--- config.mk ---
export PLATFORM = sky130hd
export DESIGN_NAME = cpu_datapath
export DESIGN_NICKNAME = d
export VERILOG_FILES = /design/src/rtl/datapath_pkg.sv /design/src/rtl/reg32.sv /design/src/rtl/cpu_datapath.sv
export SDC_FILE = /design/constraint.sdc
export NUM_CORES = 2
export LEC_CHECK = 0
export CAP_MARGIN = 20
export CORE_ASPECT_RATIO = 1.75
export CORE_UTILIZATION = 30
export CTS_CLUSTER_SIZE = 28
export DETAILED_ROUTE_END_ITERATION = 7
export HOLD_SLACK_MARGIN = 0.06
export PLACE_DENSITY = 0.42
export SYNTH_ARGS = -nofsm -noshare
export SYNTH_HDL_FRONTEND = slang
export SYNTH_SLANG_ARGS = --single-unit
--- constraint.sdc ---
create_clock -name clk -period 15.55 [get_ports clk]
set_clock_uncertainty 0.15 [all_clocks]
set_input_delay 3.11 -clock clk [delete_from_list [all_inputs] [get_ports clk]]
set_output_delay 3.11 -clock clk [all_outputs]
set_load 0.05 [all_outputs]
--- src/rtl/datapath_pkg.sv ---
// Shared constants, bus-source encoding and the C-constant helper for the
// single-bus CPU datapath.
package datapath_pkg;

  localparam int WORD   = 32;
  localparam int ZWIDTH = 64;

  // Bus source, in descending priority order.
  typedef enum logic [3:0] {
    SEL_NONE,
    SEL_PC,
    SEL_ZLO,
    SEL_ZHI,
    SEL_MDR,
    SEL_R2,
    SEL_R3,
    SEL_LO,
    SEL_HI,
    SEL_INPORT,
    SEL_C
  } bus_sel_e;

  // IR immediate field, sign-extended from bit 18.
  function automatic logic [WORD-1:0] c_sext(input logic [18:0] imm);
    return {{13{imm[18]}}, imm};
  endfunction

endpackage

--- src/rtl/reg32.sv ---
// 32-bit register with load enable and asynchronous active-low clear.
// Ports:
//   clk   rising-edge clock
//   clr   async clear, active low
//   i_ld  load enable; q takes d on the next rising edge
//   i_d   data in
//   o_q   data out
module reg32
  import datapath_pkg::*;
(
  input  logic            clk,
  input  logic            clr,
  input  logic            i_ld,
  input  logic [WORD-1:0] i_d,
  output logic [WORD-1:0] o_q
);

  logic [WORD-1:0] r_q;

  always_ff @(posedge clk or negedge clr) begin
    if (!clr)      r_q <= '0;
    else if (i_ld) r_q <= i_d;
  end

  assign o_q = r_q;

endmodule

--- src/rtl/cpu_datapath.sv ---
// Single-bus 32-bit datapath for the multicycle test CPU.
// Registers R1-R3, PC, IR, MAR, MDR, Y, Z (64-bit, as two halves), HI, LO and
// InPort all hang off one shared bus. The ALU does only PC+1 and signed 32x32
// multiply. One-hot strobes from the control unit drive one micro-step per clock.
// Ports:
//   clk, clr                  clock, async active-low reset
//   *out strobes              bus-drive selects (priority PCout highest .. Cout lowest)
//   *in strobes               register load enables from the bus
//   Read                      MDR source: 1 = MDatain, 0 = bus
//   IncPC, MUL                ALU op select (MUL wins when both set)
//   MDatain, In_port          memory read data, external input port
//   bus_out                   current bus value
//   mar_out, ir_out           MAR and IR contents
//   hi_out, lo_out            HI and LO contents
//   bus_conflict              only with DATAPATH_BUS_CONFLICT_EN: two or more
//                             out-selects asserted together
module cpu_datapath
  import datapath_pkg::*;
(
  input  logic            clk,
  input  logic            clr,
  input  logic            PCout,
  input  logic            Zlowout,
  input  logic            Zhighout,
  input  logic            MDRout,
  input  logic            R2out,
  input  logic            R3out,
  input  logic            LOout,
  input  logic            HIout,
  input  logic            InPortout,
  input  logic            Cout,
  input  logic            PCin,
  input  logic            IRin,
  input  logic            MARin,
  input  logic            MDRin,
  input  logic            Yin,
  input  logic            Zin,
  input  logic            LOin,
  input  logic            HIin,
  input  logic            R1in,
  input  logic            R2in,
  input  logic            R3in,
  input  logic            Read,
  input  logic            IncPC,
  input  logic            MUL,
  input  logic [WORD-1:0] MDatain,
  input  logic [WORD-1:0] In_port,
  output logic [WORD-1:0] bus_out,
  output logic [WORD-1:0] mar_out,
  output logic [WORD-1:0] ir_out,
  output logic [WORD-1:0] hi_out,
  output logic [WORD-1:0] lo_out
`ifdef DATAPATH_BUS_CONFLICT_EN
  ,output logic           bus_conflict
`endif
);

  logic [WORD-1:0]   w_bus;
  logic [WORD-1:0]   w_pc, w_ir, w_mar, w_mdr, w_y;
  logic [WORD-1:0]   w_r2, w_r3, w_hi, w_lo, w_inport;
  logic [WORD-1:0]   w_zlo, w_zhi;
  logic [WORD-1:0]   w_mdr_d;
  logic [ZWIDTH-1:0] w_z_d;
  logic              w_zld;
  bus_sel_e          w_sel;
  // R1 has no bus driver in this datapath; it is only a load target.
  logic [WORD-1:0]   w_r1_unused;

  // ---------------- registers ----------------
  reg32 u_pc  (.clk(clk), .clr(clr), .i_ld(PCin),  .i_d(w_bus), .o_q(w_pc));
  reg32 u_ir  (.clk(clk), .clr(clr), .i_ld(IRin),  .i_d(w_bus), .o_q(w_ir));
  reg32 u_mar (.clk(clk), .clr(clr), .i_ld(MARin), .i_d(w_bus), .o_q(w_mar));
  reg32 u_y   (.clk(clk), .clr(clr), .i_ld(Yin),   .i_d(w_bus), .o_q(w_y));
  reg32 u_r1  (.clk(clk), .clr(clr), .i_ld(R1in),  .i_d(w_bus), .o_q(w_r1_unused));
  reg32 u_r2  (.clk(clk), .clr(clr), .i_ld(R2in),  .i_d(w_bus), .o_q(w_r2));
  reg32 u_r3  (.clk(clk), .clr(clr), .i_ld(R3in),  .i_d(w_bus), .o_q(w_r3));
  reg32 u_hi  (.clk(clk), .clr(clr), .i_ld(HIin),  .i_d(w_bus), .o_q(w_hi));
  reg32 u_lo  (.clk(clk), .clr(clr), .i_ld(LOin),  .i_d(w_bus), .o_q(w_lo));

  assign w_mdr_d = Read ? MDatain : w_bus;
  reg32 u_mdr (.clk(clk), .clr(clr), .i_ld(MDRin), .i_d(w_mdr_d), .o_q(w_mdr));

  // InPort samples the external port every cycle.
  reg32 u_inport (.clk(clk), .clr(clr), .i_ld(1'b1), .i_d(In_port), .o_q(w_inport));

  // Z is split into halves that load together.
  assign w_zld = Zin;
  reg32 u_zlo (.clk(clk), .clr(clr), .i_ld(w_zld), .i_d(w_z_d[WORD-1:0]),      .o_q(w_zlo));
  reg32 u_zhi (.clk(clk), .clr(clr), .i_ld(w_zld), .i_d(w_z_d[ZWIDTH-1:WORD]), .o_q(w_zhi));

  // ---------------- ALU ----------------
  // Both operands signed, so the 64-bit context sign-extends them before the multiply.
  logic signed [ZWIDTH-1:0] w_prod;
  assign w_prod = $signed(w_y) * $signed(w_bus);

  always_comb begin
    w_z_d = {{(ZWIDTH-WORD){1'b0}}, w_bus};
    if (MUL)        w_z_d = w_prod;
    else if (IncPC) w_z_d = {{(ZWIDTH-WORD){1'b0}}, w_bus + WORD'(1)};
  end

  // ---------------- bus ----------------
  always_comb begin
    w_sel = SEL_NONE;
    if      (PCout)     w_sel = SEL_PC;
    else if (Zlowout)   w_sel = SEL_ZLO;
    else if (Zhighout)  w_sel = SEL_ZHI;
    else if (MDRout)    w_sel = SEL_MDR;
    else if (R2out)     w_sel = SEL_R2;
    else if (R3out)     w_sel = SEL_R3;
    else if (LOout)     w_sel = SEL_LO;
    else if (HIout)     w_sel = SEL_HI;
    else if (InPortout) w_sel = SEL_INPORT;
    else if (Cout)      w_sel = SEL_C;
  end

  always_comb begin
    w_bus = '0;
    case (w_sel)
      SEL_PC:     w_bus = w_pc;
      SEL_ZLO:    w_bus = w_zlo;
      SEL_ZHI:    w_bus = w_zhi;
      SEL_MDR:    w_bus = w_mdr;
      SEL_R2:     w_bus = w_r2;
      SEL_R3:     w_bus = w_r3;
      SEL_LO:     w_bus = w_lo;
      SEL_HI:     w_bus = w_hi;
      SEL_INPORT: w_bus = w_inport;
      SEL_C:      w_bus = c_sext(w_ir[18:0]);
      default:    w_bus = '0;
    endcase
  end

`ifdef DATAPATH_BUS_CONFLICT_EN
  logic [9:0] w_outsel;
  assign w_outsel = {PCout, Zlowout, Zhighout, MDRout, R2out,
                     R3out, LOout, HIout, InPortout, Cout};
  assign bus_conflict = ($countones(w_outsel) > 1);
`endif

  assign bus_out = w_bus;
  assign mar_out = w_mar;
  assign ir_out  = w_ir;
  assign hi_out  = w_hi;
  assign lo_out  = w_lo;

endmodule

==> impl_metrics.csv <==
group,metric,value,unit
outcome,outcome,"completed",
setup_path,regToRegEndpoint,"u_zhi.o_q[29]",
global_route,grt_usage,21.7,%
setup_path,critPathLaunch,"Zlowout",
timing,tns,0,ps
synth,synthFlopType,"dfrtp_1",
final_layout,n_fill_cell,18200,
route,drc_errors,0,
global_route,grt_max_degree,76,
final_layout,drive_gt1_share,8.31,%
floorplan,io_pins,250,
clock_tree,clkLatencyLatePin,590,ps
timing,fin_crit,14090,ps
run,drv_cap,0,
global_route,grt_pass1_wl,290,mm
synth,syn_nets,6915,
setup_path,r2r_start,"u_mdr.o_q[6]",
setup_path,cp-endpoint,"u_zhi.o_q[29]",
route,num_vias,39400,
setup_path,crit_arrival,14400,ps
timing,max_freq,0.0710,GHz
setup_path,r2r_cells,28,
final_layout,finalInstanceArea,0.0608,mm2
setup_path,cp-end-kind,"register",
timing,fin_crit_sh,90.6,%
hold_path,min_path_type,"reg2reg",
clock_tree,htreeDepth,2,
final_layout,syn_to_final_growth,13.6,%
setup_path,crit_path_max_fanout,19,
synth,synth_top_cell_by_area,"fa_1",
setup_path,rrSetupSlack,4960,ps
synth,ys_types,89,
synth,synth.most_common_cell,"fa_1",
final_layout,num-nets-final,7034,
synth,syn_area_per_cell,9.63,um2
clock_tree,cts_setup_buffers,0,
synth,synth_cells,5558,
placement,dpl_cell_area,0.0594,mm2
route,routed_wirelength,191,mm
clock_tree,cts_root_buf,"clkbuf_16",
floorplan,die_h,561,um
route,routedWlPerCell,23.7,um
final_layout,finish.utilization,34.4,%
timing,rsz0062_at_grt,"no",
synth,synthArstFlopShare,100,%
hold_path,holdCritStartpoint,"u_r2.o_q[18]",
floorplan,die_w,321,um
timing,setup_viol,0,
setup_path,cp_common_cell,"fa_1",
timing,finalHoldViolCount,0,
floorplan,core_region_area,0.177,mm2
setup_path,cp_slowest_cell,"clkinv_1",
timing,final-max-slew-violation-count,0,
timing,whs,358,ps
synth,syn_area,0.0535,mm2
placement,gp_congestion,0.856,
timing,slew_headroom,24.9,%
clock_tree,cts_tree,"done",
global_route,overflow,0,
global_route,antenna_found_initial,8,
floorplan,row_count,204,
synth,synth-seq-cells,384,
route,viasPerCell,4.88,
setup_path,required,15860,ps
timing,tightest_slew,1130,ps
placement,hpwl,154,mm
floorplan,dieArea,0.180,mm2
placement,portBuffers,248,
global_route,grt_pass1_vias,43900,
clock_tree,cts.sinks,384,
synth,netlist.area_leader.share,40.5,%
synth,synth_edf_count,0,
synth,synth_area_leaders,"fa_1 40%, dfrtp_1 18%, inv_1 7.2%, and2_1 5.0%, nand2_1 4.5%",
clock_tree,ctsResizeCount,0,
floorplan,start_util,30.2,%
setup_path,worstSetupPathType,"in2reg",
synth,ys_top_cells_by_count,"1082 x fa_1, 1022 x inv_1, 645 x nand2_1",
clock_tree,clk_pin_slew,70,ps
route,drtIter0Drc,1901,
setup_path,slowest_delay,840,ps
synth,ys_seq_area_share,18.0,%
route,dr.pass1.iters,5,
clock_tree,cts_buffers,37,
clock_tree,clockBufferDepth,3,
synth,ys_warn_count,0,
clock_tree,ctsHoldBuffers,0,
setup_path,cp-start-kind,"primary input",
route,ant_nets,0,
final cells by class:
cell class | instances | area, um2 | share of cell area, %
multi-input cells | 3778 | 38700 | 63.7
flip-flops and latches | 384 | 9630 | 15.8
repair buffers | 447 | 4250 | 6.99
inverters | 1029 | 3860 | 6.36
well taps | 2369 | 2960 | 4.88
clock buffers | 48 | 1050 | 1.73
clock inverters | 18 | 282 | 0.463
diodes | 3 | 7.51 | 0.0124
state kept, by name, summed over array words and instances (netlist names):
name and cells:
u_hi.o_q 32, u_inport.o_q 32, u_ir.o_q 32, u_lo.o_q 32, u_mar.o_q 32, u_mdr.o_q 32, u_pc.o_q 32, u_r2.o_q 32
u_r3.o_q 32, u_y.o_q 32, u_zhi.o_q 32, u_zlo.o_q 32
stage by stage:
stage          std cells  setup WS [ps]
2_1_floorplan       5558           2450
3_3_place_gp        8004            903
5_1_grt             8074            856
6_report            8076           1460
3_5_place_dp        8007            876
4_1_cts             8073           1410
cell usage in the layout, fill, tap and decap left out, drive strengths merged, types with 21 or more instances in the layout:
master and n:
and2 428, and3 24, nand3 44, fa 1082, dfrtp 384, xnor2 55, nand2 645, xor2 27
a21o 50, a221oi 21, a21oi 275, ha 185, nor2 288, mux2 116, a22oi 33, nor2b 72
inv 1025, a32oi 25, buf 212, a22o 34, nor3 30, clkdlybuf4s50 235, clkbuf 48, o21ai 66
worst min path at each step:
| stage | endpoint | slack [ps] | cells after the start |
|---|---|---|---|
| 3_5_place_dp | u_r2.o_q[18] | 340 | 1 |
| 5_1_grt | u_mdr.o_q[26] | 370 | 1 |
| 4_1_cts | u_r3.o_q[19] | 360 | 1 |
| 3_3_place_gp | u_r3.o_q[19] | 330 | 1 |
| 2_1_floorplan | u_zhi.o_q[8] | 310 | 1 |
| 6_report | u_r2.o_q[18] | 360 | 1 |
per-layer routing:
layer | vias up | routed length (um) | track usage, %
li1 | 17300 | - | -
met1 | 21000 | 71700 | 24.8
met2 | 854 | 108000 | 42.7
met3 | 227 | 6120 | 1.74
met4 | 6 | 5300 | 5.67
met5 | - | 36 | 0
worst max-delay path, delay by kind of cell:
kind	cells	cell delay, ps
and+or+nand+nor	5	1640
AOI/OAI and AO/OA	11	3040
buffers and inverters	6	2230
adders and majority gates	9	4290
cells by family after synthesis:
logic type                 count (synthesis)  synth area share [%]
buffers and inverters                   1396                  9.91
adders and majority gates               1267                  44.8
and+or+nand+nor                         1616                  14.6
muxes                                    133                  2.76
xor gates and xnor gates                  82                  1.34
DFF                                      384                  18.0
AOI/OAI and AO/OA                        680                  8.57
Power is not shown: default switching activity piles up to over one toggle a cycle in this logic, so the estimate is an artifact.
